File: config.mk
export PLATFORM = sky130hd
export DESIGN_NAME = mmio_uart_flat
export DESIGN_NICKNAME = d
export VERILOG_FILES = /design/src/rtl/mmio_uart_if.sv /design/src/rtl/mmio_uart.sv /design/src/flat_wrapper.sv
export SDC_FILE = /design/constraint.sdc
export NUM_CORES = 1
export LEC_CHECK = 0
export ABC_CLOCK_PERIOD_IN_PS = 3180
export CAP_MARGIN = 0
export CORE_UTILIZATION = 40
export CTS_CLUSTER_SIZE = 14
export DETAILED_ROUTE_END_ITERATION = 10
export PLACE_DENSITY_LB_ADDON = 0.05
export REMOVE_ABC_BUFFERS = 1
export SYNTH_ARGS = -nofsm -noshare
export SYNTH_HDL_FRONTEND = slang
export SYNTH_SLANG_ARGS = --single-unit
File: constraint.sdc
create_clock -name clk -period 3.18 [get_ports clk]
set_input_delay 0.477 -clock clk [delete_from_list [all_inputs] [get_ports clk]]
set_output_delay 0.477 -clock clk [all_outputs]
set_load 0.1 [all_outputs]
File: src/rtl/mmio_uart_if.sv
// Processor data-port bundle between the core (master) and the UART window (slave).
//  ip_data_addr/wr/mask/from_proc/rd : address, write strobe, byte lanes, write data, read strobe
//  op_sel/op_data_valid/op_data_to_proc : window hit, read valid, read data (all combinational)
interface mmio_uart_if;
  logic [31:0] ip_data_addr;
  logic        ip_data_wr;
  logic [3:0]  ip_data_mask;
  logic [31:0] ip_data_from_proc;
  logic        ip_data_rd;
  logic        op_sel;
  logic        op_data_valid;
  logic [31:0] op_data_to_proc;

  modport master (
    output ip_data_addr, ip_data_wr, ip_data_mask, ip_data_from_proc, ip_data_rd,
    input  op_sel, op_data_valid, op_data_to_proc
  );

  modport slave (
    input  ip_data_addr, ip_data_wr, ip_data_mask, ip_data_from_proc, ip_data_rd,
    output op_sel, op_data_valid, op_data_to_proc
  );
endinterface

File: src/rtl/mmio_uart.sv
// Memory-mapped 8N1 UART transmitter with a TX FIFO and programmable bit period.
//  clk, reset (sync, active high)
//  bus        : processor data port (slave side), window of 3 words at BASE_ADDR
//               +0 TXDATA (WO), +4 STATUS, +8 DIVISOR
//  op_uart_tx : serial line, idles high
module mmio_uart #(
  parameter logic [31:0] BASE_ADDR       = 32'h0000_0054,
  parameter int unsigned FIFO_DEPTH      = 8,
  parameter logic [15:0] DEFAULT_DIVISOR = 16'd433
) (
  input  logic        clk,
  input  logic        reset,
  mmio_uart_if.slave  bus,
  output logic        op_uart_tx
);

  localparam int unsigned PTR_W = $clog2(FIFO_DEPTH);
  localparam int unsigned CNT_W = PTR_W + 1;

  typedef enum logic [1:0] {ST_IDLE, ST_START, ST_DATA, ST_STOP} state_e;

  // ---------------- address decode ----------------
  logic [31:0] offset;
  logic        in_win;
  logic        aligned;
  logic [1:0]  word;
  logic        wr_en;
  logic        push;
  logic        ovf_clr;
  logic        div_wr;

  // Offset wraps to a large value below BASE, so one compare covers both bounds.
  assign offset  = bus.ip_data_addr - BASE_ADDR;
  assign in_win  = offset < 32'd12;
  assign aligned = bus.ip_data_addr[1:0] == 2'b00;
  assign word    = offset[3:2];
  assign wr_en   = in_win & aligned & bus.ip_data_wr;
  assign push    = wr_en & (word == 2'd0) & bus.ip_data_mask[0];
  assign ovf_clr = wr_en & (word == 2'd1) & bus.ip_data_mask[0] & bus.ip_data_from_proc[3];
  assign div_wr  = wr_en & (word == 2'd2);

  // ---------------- state ----------------
  logic [7:0]       mem_q [FIFO_DEPTH];
  logic [PTR_W-1:0] wr_ptr_q, wr_ptr_d, rd_ptr_q, rd_ptr_d;
  logic [CNT_W-1:0] count_q, count_d;
  logic             ovf_q, ovf_d;
  logic [15:0]      div_q, div_d;
  state_e           state_q, state_d;
  logic [15:0]      cnt_q, cnt_d;
  logic [7:0]       shift_q, shift_d;
  logic [2:0]       idx_q, idx_d;
  logic             tx_q, tx_d;

  logic full, empty, pop, push_ok, bit_end, busy;
  logic [7:0] head;

  assign full    = count_q == CNT_W'(FIFO_DEPTH);
  assign empty   = count_q == '0;
  assign busy    = state_q != ST_IDLE;
  assign pop     = (state_q == ST_IDLE) & ~empty;
  // A pop in the same cycle frees the slot, so a push at full is still accepted.
  assign push_ok = push & (~full | pop);
  assign head    = mem_q[rd_ptr_q];
  assign bit_end = cnt_q == 16'd0;

  // FIFO pointers, count, sticky overflow and divisor
  always_comb begin
    wr_ptr_d = wr_ptr_q;
    rd_ptr_d = rd_ptr_q;
    count_d  = count_q;
    ovf_d    = ovf_q;
    div_d    = div_q;
    if (push_ok) wr_ptr_d = wr_ptr_q + PTR_W'(1);
    if (pop)     rd_ptr_d = rd_ptr_q + PTR_W'(1);
    case ({push_ok, pop})
      2'b10:   count_d = count_q + CNT_W'(1);
      2'b01:   count_d = count_q - CNT_W'(1);
      default: count_d = count_q;
    endcase
    if (ovf_clr) ovf_d = 1'b0;
    // Set after clear so a simultaneous drop keeps the flag set.
    if (push & ~push_ok) ovf_d = 1'b1;
    if (div_wr) begin
      if (bus.ip_data_mask[0]) div_d[7:0]  = bus.ip_data_from_proc[7:0];
      if (bus.ip_data_mask[1]) div_d[15:8] = bus.ip_data_from_proc[15:8];
    end
  end

  always_ff @(posedge clk) begin
    if (reset) begin
      wr_ptr_q <= '0;
      rd_ptr_q <= '0;
      count_q  <= '0;
      ovf_q    <= 1'b0;
      div_q    <= DEFAULT_DIVISOR;
    end else begin
      wr_ptr_q <= wr_ptr_d;
      rd_ptr_q <= rd_ptr_d;
      count_q  <= count_d;
      ovf_q    <= ovf_d;
      div_q    <= div_d;
    end
  end

  // FIFO storage; contents are don't-care while the count says empty
  always_ff @(posedge clk) begin
    if (push_ok) mem_q[wr_ptr_q] <= bus.ip_data_from_proc[7:0];
  end

  // TX FSM: state register
  always_ff @(posedge clk) begin
    if (reset) state_q <= ST_IDLE;
    else       state_q <= state_d;
  end

  // TX FSM: next state
  always_comb begin
    state_d = state_q;
    case (state_q)
      ST_IDLE:  if (~empty) state_d = ST_START;
      ST_START: if (bit_end) state_d = ST_DATA;
      ST_DATA:  if (bit_end && idx_q == 3'd7) state_d = ST_STOP;
      ST_STOP:  if (bit_end) state_d = ST_IDLE;
      default:  state_d = ST_IDLE;
    endcase
  end

  // TX FSM: line level (registered one cycle later for a glitch-free pin)
  always_comb begin
    tx_d = 1'b1;
    case (state_q)
      ST_START: tx_d = 1'b0;
      ST_DATA:  tx_d = shift_q[0];
      default:  tx_d = 1'b1;
    endcase
  end

  // Bit timer and shifter; the divisor is re-read at every bit boundary
  always_comb begin
    cnt_d   = cnt_q;
    shift_d = shift_q;
    idx_d   = idx_q;
    if (state_q == ST_IDLE) begin
      if (pop) begin
        shift_d = head;
        cnt_d   = div_q;
        idx_d   = 3'd0;
      end
    end else if (bit_end) begin
      cnt_d = div_q;
      if (state_q == ST_DATA) begin
        shift_d = {1'b0, shift_q[7:1]};
        idx_d   = idx_q + 3'd1;
      end
    end else begin
      cnt_d = cnt_q - 16'd1;
    end
  end

  always_ff @(posedge clk) begin
    if (reset) begin
      cnt_q   <= 16'd0;
      shift_q <= 8'd0;
      idx_q   <= 3'd0;
      tx_q    <= 1'b1;
    end else begin
      cnt_q   <= cnt_d;
      shift_q <= shift_d;
      idx_q   <= idx_d;
      tx_q    <= tx_d;
    end
  end

  assign op_uart_tx = tx_q;

  // Combinational read port
  logic [31:0] rd_data;
  always_comb begin
    rd_data = 32'd0;
    if (aligned) begin
      case (word)
        2'd1:    rd_data = {16'd0, 8'(count_q), 4'd0, ovf_q, empty, busy, ~full};
        2'd2:    rd_data = {16'd0, div_q};
        default: rd_data = 32'd0;
      endcase
    end
  end

  assign bus.op_sel          = in_win;
  assign bus.op_data_valid   = in_win & bus.ip_data_rd;
  assign bus.op_data_to_proc = in_win ? rd_data : 32'd0;

`ifdef _SIM_
  always @(posedge clk) begin
    if (!reset && push_ok) $write("%c", bus.ip_data_from_proc[7:0]);
  end
`endif

endmodule

File: src/flat_wrapper.sv
// flat-port wrapper written by rule: the top's interface ports become plain ports
module mmio_uart_flat 
#(
  parameter logic [31:0] BASE_ADDR       = 32'h0000_0054,
  parameter int unsigned FIFO_DEPTH      = 8,
  parameter logic [15:0] DEFAULT_DIVISOR = 16'd433
)
  (clk, reset, op_uart_tx, bus_ip_data_addr, bus_ip_data_wr, bus_ip_data_mask, bus_ip_data_from_proc, bus_ip_data_rd, bus_op_sel, bus_op_data_valid, bus_op_data_to_proc);
  mmio_uart_if bus_i ();
  input  logic clk;
  input  logic reset;
  output logic op_uart_tx;
  input wire logic [$bits(bus_i.ip_data_addr)-1:0] bus_ip_data_addr;
  input wire logic [$bits(bus_i.ip_data_wr)-1:0] bus_ip_data_wr;
  input wire logic [$bits(bus_i.ip_data_mask)-1:0] bus_ip_data_mask;
  input wire logic [$bits(bus_i.ip_data_from_proc)-1:0] bus_ip_data_from_proc;
  input wire logic [$bits(bus_i.ip_data_rd)-1:0] bus_ip_data_rd;
  output wire logic [$bits(bus_i.op_sel)-1:0] bus_op_sel;
  output wire logic [$bits(bus_i.op_data_valid)-1:0] bus_op_data_valid;
  output wire logic [$bits(bus_i.op_data_to_proc)-1:0] bus_op_data_to_proc;
  assign bus_i.ip_data_addr = bus_ip_data_addr;
  assign bus_i.ip_data_wr = bus_ip_data_wr;
  assign bus_i.ip_data_mask = bus_ip_data_mask;
  assign bus_i.ip_data_from_proc = bus_ip_data_from_proc;
  assign bus_i.ip_data_rd = bus_ip_data_rd;
  assign bus_op_sel = bus_i.op_sel;
  assign bus_op_data_valid = bus_i.op_data_valid;
  assign bus_op_data_to_proc = bus_i.op_data_to_proc;
  mmio_uart #(.BASE_ADDR(BASE_ADDR), .FIFO_DEPTH(FIFO_DEPTH), .DEFAULT_DIVISOR(DEFAULT_DIVISOR)) u_core (.clk(clk), .reset(reset), .bus(bus_i), .op_uart_tx(op_uart_tx));
endmodule
# After elaboration in Yosys (flattened, before gate mapping)
# Memories as Yosys holds them, arrays and structs flattened. A register that Yosys moved wholly into a read port is not among the register bits.
# Cells that the tools add are included.
[totals]
reg_bits = 57
ramBits = 64
in_bits = 72
mem_count = 1
[classes]
add_sub_neg = 7
order_cmp = 1
eq_ne = 14
muxes = 27
n_bitwise = 16
n_reduce_logical = 15
[mem_list]
columns = ["memory", "words", "word_bits", "read_ports", "rd_clocked_by_memory_dff", "wr", "line", "rtl"]
rows = [
  ["u_core.mem_q", 8, 8, 1, 1, 1, "mmio_uart.sv:43", "logic [7:0] mem_q [FIFO_DEPTH];"],
]
[ops]
columns = ["op", "count"]
rows = [
  ["32-bit two-way mux", 2],
  ["16-bit two-way mux", 3],
  ["32-bit by 4-bit less-than comparator with 1-bit output, second input constant", 1],
  ["8-bit two-way mux", 4],
  ["16-bit one-hot mux with 2 select lines", 1],
  ["32-bit by 7-bit subtractor with 32-bit output, second input constant", 1],
  ["3-bit two-way mux", 6],
  ["16-bit logical NOT", 1],
  ["16-bit by 1-bit subtractor with 16-bit output, second input constant", 1],
  ["1-bit bitwise AND", 12],
  ["2-bit nonzero test", 5],
  ["3-bit by 1-bit adder with 3-bit output, second input constant", 3],
  ["2-bit == test, second input constant", 4],
  ["2-bit two-way mux", 4],
  ["2-bit by 1-bit inequality test with 1-bit output, second input constant", 4],
  ["2-bit one-hot mux with 4 select lines", 1],
  ["4-bit one-hot mux with 2 select lines", 1],
  ["2-bit by 1-bit == test with 1-bit output, second input constant", 3],
  ["2-bit logical NOT", 3],
  ["4-bit by 1-bit adder with 4-bit output, second input constant", 1],
  ["4-bit == test, second input constant", 1],
  ["4-bit logical NOT", 1],
  ["1-bit two-way mux", 4],
  ["2-bit AND reduction", 2],
  ["9 further kinds", 11],
]

# Longest topological paths before layout
# Gate-level depths: netlist of run 1.
[depth]
depth_word = 10
depth_mapped = 12
ltp_nobuf = 12

# Least setup slack after synthesis of run 1
# OpenSTA, ideal clock, no wires.
[synth_timing]
path_type = "input to output"
startpoint = "input bus_ip_data_addr[11]"
endpoint = "output bus_op_data_to_proc[0]"
arrival_time_ps = 3433
required_time_ps = 2703
setup_slack_ps = -730
path_stages = 7
path_cell_list = "nor4_4 o21ai_2 o41ai_1 nand2_1 nor4_2 nand4_1 nor2_1"
[synth_via]
elab_chain_len = 3
[synth_lines]
columns = ["element", "line", "rtl"]
rows = [
  ["start: declaration", "flat_wrapper.sv:13", "input wire logic [$bits(bus_i.ip_data_addr)-1:0] bus_ip_data_addr;"],
  ["32-bit by 7-bit subtractor with 32-bit output", "mmio_uart.sv:33", "assign offset = bus.ip_data_addr - BASE_ADDR;"],
  ["32-bit by 4-bit less-than comparator with 1-bit output", "mmio_uart.sv:34", "assign in_win = offset < 32'd12;"],
  ["32-bit two-way mux", "mmio_uart.sv:191", "assign bus.op_data_to_proc = in_win ? rd_data : 32'd0;"],
  ["end: declaration", "flat_wrapper.sv:20", "output wire logic [$bits(bus_i.op_data_to_proc)-1:0] bus_op_data_to_proc;"],
]
# No other way between the ends.

# Worst setup path after layout of run 1
[layout_timing]
startpoint = "input bus_ip_data_addr[16]"
endpoint = "output bus_op_data_to_proc[12]"
# Same word-level chain as after synthesis.

==> summary.md, run 1 <==
| Metric | Value |
|---|---|
| Clock slew at the register clock pins of the worst setup and hold paths | 50 ps |
| Placement Rows | 44 |
| Top library cells by usage in the layout, fill and taps aside | sky130_fd_sc_hd__nor2_1 (70), sky130_fd_sc_hd__buf_4 (66), sky130_fd_sc_hd__edfxtp_1 (64), sky130_fd_sc_hd__dfxtp_1 (60), sky130_fd_sc_hd__a21oi_1 (32) |
| Worst-skew pair later-pin latency | 410 ps |
| Share of post-route cells with drive strength above 1 | 29.65% |
| XOR/XNOR Fraction of Synth Area | 0.7302% |
| Vias after detailed routing | 4755 |
| Max-cap violations | 0 |
| Number of max-slew violations in the final report | 0 |
| Cell area after synthesis | 5997 um^2 |
| Mean post-synth cell area | 10.71 um^2 |
| Final count of negative-setup-slack endpoints | 16 |
| Setup slack of the critical path after layout | -84.09 ps |
| Proportion of synthesized chip area in sequential cells | 52.08% |
| Largest net degree at the start of global routing | 33 |
| Share of synthesized area spent on multiplexers | 9.368% |
| EDFF count, synth | 64 |
| Post-synthesis cell type with the largest combined area | sky130_fd_sc_hd__edfxtp_1 |
| Die Span X | 124.4 um |
| Layout Cells excl Fill | 899 |
| Number of antenna violations at the first check in global routing | 0 |
| Worst-path fanout max | 6 |
| Result of the run | finished, violations left |
| Setup repair after global routing missed its margin | true |
| Headroom to the max-slew limit | 35.91% |
| Y dimension of the die | 124.4 um |
| Most frequent standard cell in the layout excluding fill and tap cells | sky130_fd_sc_hd__nor2_1 |
| Detailed-route vias per instance | 5.289 |
| Post-detailed-route wirelength per cell | 16.81 um |
| Top flip-flop cell by instance count after synthesis | sky130_fd_sc_hd__edfxtp_1 |
| Aggregate global-route resource usage | 20.63% |
| Clock buffers created by TritonCTS | 17 |
| Endpoints failing hold | 0 |
| Initial Utilization | 41.11% |
| Cell at the root of the clock tree | sky130_fd_sc_hd__clkbuf_16 |
| Crit end category | primary output |
| Floorplan die area | 15490 um^2 |
| Final net count | 789 |
| Wire length of the first global-routing pass | 24850 um |
| Final routed wirelength across all metal layers | 15110 um |
| DRT iter0 DRCs | 254 |
| H-tree depth reported by CTS | 4 |
| DP Area | 7437 um^2 |
| Least-Margin Pin Slew | 958.4 ps |
| Worst slack at placement | -757.1 ps |
| Post-synthesis simple-gate area fraction | 19.86% |
| Final routed DRC violation total | 0 |
| Post-synthesis to final-layout area growth | 41.58% |
| Violations in the final reports | negative setup slack |
| Element type at the critical path start | primary input |
| GRT overflow | 0 |
| Number of top-level design ports | 107 |
| Buffer levels on the longest clock path | 2 |
| Final clock period utilization by the worst path | 102.6% |
| Synthesized instance count | 560 |
| Leakage power | 3.142 nW |
| Crit path DAT | 2790 ps |
| Synth warn | 0 |
| Top post-synthesis cells by area | sky130_fd_sc_hd__edfxtp_1 (32%), sky130_fd_sc_hd__dfxtp_1 (20%), sky130_fd_sc_hd__mux4_2 (6.0%), sky130_fd_sc_hd__nor2_1 (5.1%), sky130_fd_sc_hd__mux2i_1 (3.2%) |
| Category of the most critical setup path | in2out |
| Final Critical Period | 3264 ps |
| Final Wtd Congestion | 0.8141 |
| Fraction of synthesized cell area taken by the top area cell type | 32.05% |
| Required time at the worst-slack endpoint | 2700 ps |
| Type of the most critical hold path | reg2reg |
| Count of different cell masters after synthesis | 56 |
| Combinational family with the most area after synthesis | simple AND/OR/NAND/NOR gates |
| Power after layout | 6.252 mW |
| Max Freq | 306.4 MHz |
| Antenna fix cells | 0 |
| Residual antenna-violating net count after detailed routing | 0 |
| Power density relative to cell area | 736.4 nW/um^2 |
| Number of global-route vias before repair | 4899 |
| Quantity of I/O buffers inserted on ports | 72 |
| Adder-cell share of the synthesized area | 2.837% |
| Max Clock Skew | 17.78 ps |
| Share of synthesized flip-flops with an asynchronous set or reset | 0% |
| Setup TNS | -971.0 ps |
| Peak supply drop | 0.4770 mV |
| Number of optimization iterations in the first detailed-route pass | 4 |
| Clock tree from TritonCTS | yes |
| Flip-flop and latch count after synthesis | 124 |
| Detailed Place HPWL | 10220 um |
| Sink Count | 124 |
| Synthesized-area fraction occupied by ao, oa, aoi and oai cells | 10.31% |
| Number of cells after detailed placement | 851 |
| Placeable core region | 14590 um^2 |
| Layout Cell Area excl Fill | 8491 um^2 |
==> area by class of cell <==
cell class / count / area [um^2]
Fill cell: 1223 / 6098
Sequential cell: 124 / 3123
Multi-Input combinational cell: 397 / 2964
Timing Repair Buffer: 152 / 1526
Clock buffer: 17 / 425.4
Tap cell: 184 / 230.2
Clock inverter: 13 / 176.4
Inverter: 12 / 45.04
==> critical path, stage by stage <==
cell and delay, ps:
sky130_fd_sc_hd__clkbuf_2 110, sky130_fd_sc_hd__nor4_4 380, sky130_fd_sc_hd__nand2_4 90, sky130_fd_sc_hd__or4_4 530
sky130_fd_sc_hd__a21o_1 200, sky130_fd_sc_hd__buf_6 130, sky130_fd_sc_hd__nor2_4 100, sky130_fd_sc_hd__nand2_2 90
sky130_fd_sc_hd__nor2_4 150, sky130_fd_sc_hd__buf_6 150, sky130_fd_sc_hd__and3_4 200, sky130_fd_sc_hd__buf_12 170
==> logic make-up after synthesis <==
group | after synthesis
other | 1
AO/OA/AOI/OAI | 99
flip-flops | 124
AND/OR/NAND/NOR | 227
XOR/XNOR | 5
buffers and inverters | 55
multiplexers | 36
adder cells (fa/ha/maj) | 13
==> timing repair <==
action | in CTS | in global routing
cloned | 2 | 0
hold buffers | 0 | 0
buffers inserted | 14 | 4
pin swaps | 29 | 25
endpoints found under the setup margin | 83 | 19
gates resized for setup | 109 | 33
==> per-layer routing <==
layer	track usage, %	routed length [um]	vias up
met5	0	0	-
met4	8.009	318	0
met3	4.639	483	21
met2	33.80	7297	106
met1	26.46	7014	2302
li1	-	-	2326
==> registers in the layout (all words and copies together) (netlist names), named ones only <==
register,cells
u_core.cnt_q,16
u_core.count_q,4
u_core.div_q,16
u_core.idx_q,3
u_core.mem_q,64
u_core.op_uart_tx,1
u_core.ovf_q,1
u_core.rd_ptr_q,3
u_core.shift_q,8
u_core.state_q,2
u_core.wr_ptr_q,3
==> per-stage QoR <==
step                hold slack [ps]  util (%)
floorplan                     434.8         -
CTS                           485.3     57.47
detailed placement            473.5     50.98
global route                  495.9     58.20
global placement              464.2     50.98
finish                        484.2     58.20
==> report_power, final <==
group          internal [mW]  switching (mW)  total [mW]
clock network           1.29           0.693        1.99
registers               1.84           0.190        2.03
logic                  0.940            1.29        2.23
total                   4.08            2.18        6.25
==> worst paths after layout <==
path	depth (start not counted)	to	start	slack, ps
max	12	bus_op_data_to_proc[12]	bus_ip_data_addr[16]	-80
min	2	u_core.ovf_q$_SDFFE_PP0P_	u_core.ovf_q$_SDFFE_PP0P_	480
max reg2reg	10	u_core.count_q[3]$_SDFFE_PP0P_	u_core.count_q[0]$_SDFFE_PP0P_	700
min reg2reg	2	u_core.ovf_q$_SDFFE_PP0P_	u_core.ovf_q$_SDFFE_PP0P_	480
==> cell usage after synthesis (6+ instances only) <==
library cell	count
sky130_fd_sc_hd__nor4_1	6
sky130_fd_sc_hd__inv_1	12
sky130_fd_sc_hd__mux2i_1	19
sky130_fd_sc_hd__a21oi_1	33
sky130_fd_sc_hd__nand2b_1	16
sky130_fd_sc_hd__mux4_2	16
sky130_fd_sc_hd__nor2_1	81
sky130_fd_sc_hd__buf_4	17
sky130_fd_sc_hd__ha_1	12
sky130_fd_sc_hd__nor3_1	28
sky130_fd_sc_hd__and3_1	11
sky130_fd_sc_hd__a211oi_1	10
sky130_fd_sc_hd__edfxtp_1	64
sky130_fd_sc_hd__nand3_1	8
sky130_fd_sc_hd__dfxtp_1	60
sky130_fd_sc_hd__nand2_1	32
sky130_fd_sc_hd__o21ai_0	28
sky130_fd_sc_hd__clkbuf_1	20
sky130_fd_sc_hd__nand3b_1	12
Note: power is estimated with default switching activity, not from simulation.
==> run 2, diff against run 1 <==
- SKIP_LAST_GASP: default -> 1
==> summary.md, run 2 (same netlist as run 1, synthesis figures left out) <==
| Metric | Value |
|---|---|
| Result of the run | finished, violations left |
| Violations in the final reports | negative setup slack |
| Final net count | 789 |
| Least-Margin Pin Slew | 958.4 ps |
| Sequential group share of total power | 32.5% |
| H-tree depth reported by CTS | 4 |
| Clock slew at the register clock pins of the worst setup and hold paths | 50 ps |
| Number of optimization iterations in the first detailed-route pass | 5 |
| Buffer levels on the longest clock path | 2 |
| Sw power | 2.177 mW |
| Wire length of the first global-routing pass | 24850 um |
| Clock network fraction of total power | 31.8% |
| Leakage power | 3.142 nW |
| Switching power as a share of total power | 34.82% |
| Quantity of I/O buffers inserted on ports | 72 |
| Combinational power share | 35.7% |
| Multi-input combinational cell area | 2964 um^2 |
| Final count of negative-setup-slack endpoints | 16 |
| Cell-by-cell listing of the critical path | clkbuf_2 > nor4_4 > nand2_4 > or4_4 > a21o_1 > buf_6 > nor2_4 > nand2_2 > nor2_4 > buf_6 > and3_4 > buf_12 |
| Post-detailed-route wirelength per cell | 16.81 um |
| Residual antenna-violating net count after detailed routing | 0 |
| Crit end category | primary output |
| Worst-path fanout max | 6 |
| Max-cap violations | 0 |
| Final Wtd Congestion | 0.8141 |
| DRT iter0 DRCs | 255 |
| Detailed-route vias per instance | 5.290 |
| Share of post-route cells with drive strength above 1 | 29.65% |
| GRT met2 Usage | 33.80% |
| Number of top-level design ports | 107 |
| Power density relative to cell area | 736.4 nW/um^2 |
| Clock buffers created by TritonCTS | 17 |
| Placeable core region | 14590 um^2 |
| Max Clock Skew | 17.51 ps |
| Crit path largest cell delay | 530 ps |
| Setup TNS | -970.9 ps |
| Final Critical Period | 3264 ps |
| Count of hold-fix buffers inserted at cts | 0 |
| Y dimension of the die | 124.4 um |
| Top library cells by usage in the layout, fill and taps aside | sky130_fd_sc_hd__nor2_1 (70), sky130_fd_sc_hd__buf_4 (66), sky130_fd_sc_hd__edfxtp_1 (64), sky130_fd_sc_hd__dfxtp_1 (60), sky130_fd_sc_hd__a21oi_1 (32) |
| GR Util met3 | 4.639% |
| Worst-skew pair later-pin latency | 410 ps |
| Slowest library cell on the worst path | sky130_fd_sc_hd__or4_4 |
| Most frequent standard cell in the layout excluding fill and tap cells | sky130_fd_sc_hd__nor2_1 |
| Number of max-slew violations in the final report | 0 |
| Peak supply drop | 0.4771 mV |
| Aggregate global-route resource usage | 20.63% |
| Final clock period utilization by the worst path | 102.6% |
| Antenna fix cells | 0 |
| GRT met1 Usage | 26.46% |
| Final routed wirelength across all metal layers | 15110 um |
| Initial Utilization | 41.11% |
| Setup repair after global routing missed its margin | true |
| Largest net degree at the start of global routing | 33 |
| Endpoints failing hold | 0 |
| Required time at the worst-slack endpoint | 2700 ps |
| Power after layout | 6.253 mW |
| Most flop-heavy register | u_core.mem_q |
| Detailed Place HPWL | 10220 um |
| Cell at the root of the clock tree | sky130_fd_sc_hd__clkbuf_16 |
| Number of inserted filler cells in the final layout | 1223 |
| Sequential cell area | 3123 um^2 |
| Clock tree from TritonCTS | yes |
| Setup slack of the critical path after layout | -84.07 ps |
| Internal power consumption | 4.076 mW |
| Final routed DRC violation total | 0 |
| Number of antenna violations at the first check in global routing | 0 |
| Reg2reg path depth | 10 |
| Number of global-route vias before repair | 4899 |
| Number of cells traversed by the worst hold path | 2 |
| Type of the most critical hold path | reg2reg |
| Max reg flops | 64 |
| Floorplan die area | 15490 um^2 |
| Registers with the most flip-flops | u_core.mem_q (64), u_core.cnt_q (16), u_core.div_q (16) |
| Crit path DAT | 2790 ps |
| Headroom to the max-slew limit | 35.91% |
| Category of the most critical setup path | in2out |
| Placement Rows | 44 |
| Layer carrying the most global-route usage | met2 |
| Sink Count | 124 |
| Die Span X | 124.4 um |
| Setup slack, reg-to-reg | 700 ps |
| Vias after detailed routing | 4756 |
| GRT overflow | 0 |
| Element type at the critical path start | primary input |
| Max Freq | 306.4 MHz |
| Post-synthesis to final-layout area growth | 41.58% |
[run 2: cell counts in the layout (fill, tap and decap cells not counted)]
Identical to the previous run, type by type.
[run 2: layout make-up]
type                       instances  area share [%]
sequential                       124           36.78
clock buffer                      17           5.010
clock inverter                    13           2.078
timing repair buffer             152           17.98
tap                              184           2.711
inverter                          12          0.5305
multi-input combinational        397           34.91
[run 2: power by group through the flow]
stage               registers [mW]  clock network [mW]  logic (mW)
finish                        2.03                1.99        2.23
CTS                           2.03                2.02        2.23
floorplan                     2.05                   0        1.49
global route                  2.06                2.11        2.51
global placement              2.06                   0        2.14
detailed placement            2.07                   0        2.20
[run 2: final timing paths]
check,start,end
setup / recovery,bus_ip_data_addr[16],bus_op_data_to_proc[12]
hold / removal,u_core.ovf_q$_SDFFE_PP0P_,u_core.ovf_q$_SDFFE_PP0P_
setup reg to reg,u_core.count_q[0]$_SDFFE_PP0P_,u_core.count_q[3]$_SDFFE_PP0P_
hold reg to reg,u_core.ovf_q$_SDFFE_PP0P_,u_core.ovf_q$_SDFFE_PP0P_
[run 2: routing by layer]
metal	wire length, um	up-vias
met3	503	21
met5	0	-
met2	7294	105
met1	6994	2304
li1	-	2326
met4	318	0
[run 2: metrics by stage]
step	instances	setup slack (ps)	instance area, um^2	util (%)	hold WS (ps)
3_5_place_dp	851	-757.1	7437	50.98	473.5
4_1_cts	897	-29.93	8384	57.47	485.3
6_report	899	-84.07	8491	58.20	484.2
5_1_grt	899	-197.5	8491	58.20	495.9
3_3_place_gp	851	-694.8	7437	50.98	464.2
2_1_floorplan	532	-729.9	5813	-	434.8
[run 2: critical path: cells and delay by family]
kind | cells | cell delay, ps
and+or+nand+nor | 7 | 1540
buffers and inverters | 4 | 560
AOI/OAI and AO/OA | 1 | 200
[run 2: timing repair]
item                                    CTS  global route
endpoints found under the setup margin   83            19
gates resized for setup                 109            33
setup buffers                            14             4
pin swaps                                29            25
cloned                                    2             0
endpoints found under the hold margin     0             0
